--- src/rtl/data_bus_responder.sv ---
// Data-memory bus target for the single-cycle core: word RAM plus console TX FIFO,
// status and free-running cycle-counter registers. Reads are combinational, writes commit on clk.
module data_bus_responder #(
  parameter int          RAM_WORDS  = 64,
  parameter int          FIFO_DEPTH = 8,
  parameter logic [31:0] MMIO_BASE  = 32'h0000_1000
) (
  input  logic        clk,
  input  logic        reset_n,
  input  logic        write_enable,
  input  logic [31:0] adr,
  input  logic [31:0] din,
  output logic [31:0] dout,
  output logic [7:0]  tx_data,
  output logic        tx_valid,
  input  logic        tx_ready,
  output logic        bad_addr
);
  localparam int          RA        = $clog2(RAM_WORDS);
  localparam int          PW        = $clog2(FIFO_DEPTH);
  localparam int          CW        = $clog2(FIFO_DEPTH + 1);
  localparam logic [29:0] MMIO_WORD = MMIO_BASE[31:2];

  logic [31:0]   ram_q [RAM_WORDS];
  logic [7:0]    fifo_mem_q [FIFO_DEPTH];

  logic [PW-1:0] wr_ptr_q, wr_ptr_d;
  logic [PW-1:0] rd_ptr_q, rd_ptr_d;
  logic [CW-1:0] count_q, count_d;
  logic          overflow_q, overflow_d;
  logic [31:0]   cycle_q, cycle_d;
  logic          bad_addr_q, bad_addr_d;

  logic [29:0]   word_idx;
  logic [RA-1:0] ram_idx;
  logic          hit_ram, hit_tx, hit_st, hit_cy;
  logic          full, empty, pop, push_req, push;
  logic [31:0]   status_word;
  logic          unused_adr_bits;

  assign word_idx        = adr[31:2];
  assign ram_idx         = adr[RA+1:2];
  assign unused_adr_bits = ^adr[1:0];

  assign hit_ram = (adr[31:RA+2] == '0);
  assign hit_tx  = (word_idx == MMIO_WORD);
  assign hit_st  = (word_idx == MMIO_WORD + 30'd1);
  assign hit_cy  = (word_idx == MMIO_WORD + 30'd2);

  assign full     = (count_q == CW'(FIFO_DEPTH));
  assign empty    = (count_q == '0);
  assign tx_valid = !empty;
  assign tx_data  = fifo_mem_q[rd_ptr_q];
  assign bad_addr = bad_addr_q;

  // count is reported in a 4-bit field; a 16-deep full FIFO reads back as 0 there.
  assign status_word = ((32'(count_q) << 4) & 32'h0000_00F0)
                     | {29'b0, overflow_q, full, empty};

  always_comb begin
    dout = '0;
    if (hit_ram)     dout = ram_q[ram_idx];
    else if (hit_st) dout = status_word;
    else if (hit_cy) dout = cycle_q;
  end

  always_comb begin
    pop      = tx_valid && tx_ready;
    push_req = write_enable && hit_tx;
    push     = push_req && (!full || pop);

    wr_ptr_d = push ? wr_ptr_q + PW'(1) : wr_ptr_q;
    rd_ptr_d = pop  ? rd_ptr_q + PW'(1) : rd_ptr_q;

    count_d = count_q;
    if (push && !pop)      count_d = count_q + CW'(1);
    else if (pop && !push) count_d = count_q - CW'(1);

    // Clear first so a same-cycle overflow event wins.
    overflow_d = overflow_q;
    if (write_enable && hit_st && din[2]) overflow_d = 1'b0;
    if (push_req && full && !pop)         overflow_d = 1'b1;

    cycle_d    = (write_enable && hit_cy) ? din : cycle_q + 32'd1;
    bad_addr_d = write_enable && !(hit_ram || hit_tx || hit_st || hit_cy);
  end

  always_ff @(posedge clk or negedge reset_n) begin
    if (!reset_n) begin
      wr_ptr_q   <= '0;
      rd_ptr_q   <= '0;
      count_q    <= '0;
      overflow_q <= 1'b0;
      cycle_q    <= '0;
      bad_addr_q <= 1'b0;
    end else begin
      wr_ptr_q   <= wr_ptr_d;
      rd_ptr_q   <= rd_ptr_d;
      count_q    <= count_d;
      overflow_q <= overflow_d;
      cycle_q    <= cycle_d;
      bad_addr_q <= bad_addr_d;
    end
  end

  // Storage arrays are not reset; only the pointers and count define FIFO contents.
  always_ff @(posedge clk) begin
    if (write_enable && hit_ram) ram_q[ram_idx] <= din;
    if (push)                    fifo_mem_q[wr_ptr_q] <= din[7:0];
  end
endmodule
--- config.mk ---
export PLATFORM = sky130hd
export DESIGN_NAME = data_bus_responder
export DESIGN_NICKNAME = d
export VERILOG_FILES = /design/src/rtl/data_bus_responder.sv
export SDC_FILE = /design/constraint.sdc
export NUM_CORES = 2
export LEC_CHECK = 0
export BUFFER_PORTS_ARGS = -buffer_cell sky130_fd_sc_hd__clkbuf_2
export CORE_MARGIN = 1
export CORE_UTILIZATION = 35
export CTS_CLUSTER_DIAMETER = 200
export DETAILED_ROUTE_END_ITERATION = 12
export PLACE_DENSITY = 0.46
export SYNTH_ARGS = -nofsm -noshare
export SYNTH_HDL_FRONTEND = slang
export SYNTH_SLANG_ARGS = --single-unit
--- constraint.sdc ---
create_clock -name clk -period 3.7 [get_ports clk]
set_clock_uncertainty 0.05 [all_clocks]
set_input_delay 0.555 -clock clk [delete_from_list [all_inputs] [get_ports clk]]
set_output_delay 0.555 -clock clk [all_outputs]
set_load 0.01 [all_outputs]
==> metrics.md <==
| Metric | Value |
|---|---|
| Crit path time final | `3.80 ns` |
| DP HPWL | `163 mm` |
| Register Area | `0.0645 mm²` |
| Pre-antenna DRT Iters | `5` |
| Rows | `178` |
| Fmax | `263 MHz` |
| Number of routed nets with antenna violations | `0` |
| Max_slew headroom | `15.4%` |
| Largest net degree at the start of global routing | `74` |
| Clk sink count | `2,156` |
| Die Wd | `489 µm` |
| Placed Area | `0.0931 mm²` |
| Sequential element share of the synthesized area | `77.6%` |
| Clk_lat worst skew | `0.88 ns` |
| Worst Hold Depth | `3` |
| Top FF cell, synth | `edfxtp_1` |
| Remaining DRCs | `0` |
| R2R Setup Slk | `0.87 ns` |
| Layout cell share with drive strength beyond 1 | `23.0%` |
| Reg clk slew, reported paths | `0.06 ns` |
| RSZ-0062 raised after global routing | `yes` |
| Placed cell count | `8,131` |
| R2R Path Start | `count_q[2]` |
| Core Box Area | `0.236 mm²` |
| Worst ir drop on vdd | `0.000446 V` |
| Failing checks | `negative setup slack` |
| Final nets | `5,294` |
| Hold Violations, Final | `0` |
| Yosys reg bits | `2,156` |
| Pwr/cell area | `517 mW/mm²` |
| Initial DRC count | `4,802` |
| Most frequent cell after synthesis | `edfxtp_1` |
| Final instance count without filler cells | `8,564` |
| Die Span Y | `489 µm` |
| HP Class | `input pin to register` |
| Final WL | `260 mm` |
| H-tree lvl count | `4` |
| Via density | `5.54` |
| CTS Buf Count | `227` |
| CTS tree | `done` |
| Ys Warns | `0` |
| Final period utilization | `103%` |
| Largest cells by area after synthesis | `edfxtp_1, mux2i_1, a221o_1` |
| Worst-Margin Slew | `1.27 ns` |
| Crit. Startpoint | `ram_q[61][6]` |
| Post-Syn Area | `0.0831 mm²` |
| Post-synth EDFFs | `2,112` |
| All-Layer GR Usage | `21.4%` |
| Vias in the first global route | `46,876` |
| Syn avg cell area | `18.0 µm²` |
| Design Area, Final | `0.101 mm²` |
| Synth cell types | `72` |
| Initial Util | `35.3%` |
| Max Root-Sink Buffers | `3` |
| R2r endpoint | `count_q[3]` |
| Max cap viols | `0` |
| Status | `finished with violations` |
| Critical path fanouts, max | `1` |
| Area leader, netlist | `edfxtp_1` |
| Reg2reg path depth | `13` |
| Hold slack | `0.0762 ns` |
| Initial antenna violation count | `13` |
| Max Slew Vio Count | `0` |
| Place WS | `-0.352 ns` |
| Per-cell routed wire length | `30.4 µm` |
| DIE AREA | `0.239 mm²` |
| I/O Buffers | `107` |
| Syn nets | `4,684` |
| P_leak | `33.4 nW` |
| Syn Inst Count | `4,609` |
| Post-synth top area share | `76.3%` |
| Worst EP required | `3.09 ns` |
| Top cells by count, synth | `edfxtp_1, mux2i_1, a221o_1, o22ai_1, a21oi_1` |
| Crit end category | `output pin` |
| Syn-to-layout area delta | `21.3%` |
| Placer Congestion | `0.871` |
| Overall power | `52.1 mW` |
| Crit path capture | `dout[6]` |
| Area of the multi-input gates | `0.0179 mm²` |
| DR vias | `47,443` |
| Async set-reset flop share out of synthesis | `2.04%` |
| Final setup vio count | `1` |
| CTS root buf | `clkbuf_16` |
| Gr ovfl total | `0` |
| Layout filler cell count | `20,994` |
| I/O pins | `110` |
| Setup TNS | `-0.0961 ns` |
| Post-route setup slack | `-0.0961 ns` |
| WS Path Type | `register to output pin` |
| CP startpoint kind | `register` |
| Worst EP arrival | `3.19 ns` |
| First-pass GRT wire length | `363 mm` |
| Final core utilization | `42.8%` |
[flip-flops by register name, summed over array words and instances, names as in the netlist]
name / count
ram_q: 2048
fifo_mem_q: 64
cycle_q: 32
count_q: 4
rd_ptr_q: 3
wr_ptr_q: 3
bad_addr: 1
overflow_q: 1
[cell type report]
type	instances	share of cell area, %
well taps	3150	3.91
inverters	6	0.0298
flip-flops and latches	2156	64.0
diodes	7	0.0174
clock buffers	297	5.92
multi-input cells	2116	17.8
clock inverters	120	1.26
repair buffers	712	7.08
[timing repair]
action	4_1_cts	5_1_grt
resized for setup	28	55
pin swaps	10	15
hold buffers	4	0
setup endpoints to repair	13	24
setup buffers	1	4
endpoints found under the hold margin	59	0
gates cloned	0	3
[kinds of logic after synthesis]
group | synth area share (%)
multiplexers | 7.60
AND/OR/NAND/NOR | 2.35
buffers and inverters | 1.82
AO/OA/AOI/OAI | 10.1
XOR/XNOR | 0.400
adder cells (fa/ha/maj) | 0.114
flip-flops | 77.6
[worst min path at each step]
stage	slack, ns	start	endpoint
4_1_cts	0.02	tx_ready	rd_ptr_q[2]
3_5_place_dp	0.44	overflow_q	overflow_q
5_1_grt	0.04	tx_ready	rd_ptr_q[2]
6_report	0.08	tx_ready	rd_ptr_q[2]
2_1_floorplan	0.21	reset_n	bad_addr
3_3_place_gp	0.44	overflow_q	overflow_q
[power by group]
group	total [mW]	internal (mW)	switching, mW
clock network	22.3	12.7	9.55
logic	3.01	1.09	1.92
registers	26.8	26.8	0.000592
total	52.1	40.6	11.5
[cells in the final DEF, fill, tap and decap left out, types with 14 or more instances in the layout]
cell	count
edfxtp_1	2112
buf_4	439
mux2i_1	420
a221o_1	344
o22ai_1	273
clkbuf_16	230
a21oi_1	185
buf_12	149
nand2_1	121
clkbuf_2	99
o21ai_0	88
a221oi_1	74
mux4_2	72
clkbuf_1	67
clkinv_1	66
nor2_4	65
a22oi_1	56
nor2_1	52
dfrtp_1	44
mux2_2	42
nand3_1	32
nor4_1	22
nor3_1	21
xor2_1	21
bufinv_16	20
and3_1	19
clkinv_2	18
xnor2_1	17
a21oi_2	14
a22o_1	14
[critical path: stages (launching register included)]
cell      delay [ns]
edfxtp_1        0.35
mux4_2          0.50
mux2i_2         0.20
nor2_1          0.09
nor4b_2         0.26
buf_4           0.20
o211ai_1        0.09
o41a_1          0.47
clkbuf_2        0.16
[routing by layer]
layer | vias up | track usage (%) | share of wire [%]
li1 | 20472 | - | -
met1 | 25293 | 29.9 | 44
met2 | 1376 | 35.2 | 48
met3 | 302 | 2.91 | 5.1
met4 | 0 | 5.38 | 2.2
met5 | - | 0 | 0
No activity file was read; power rests on OpenSTA's default activity.
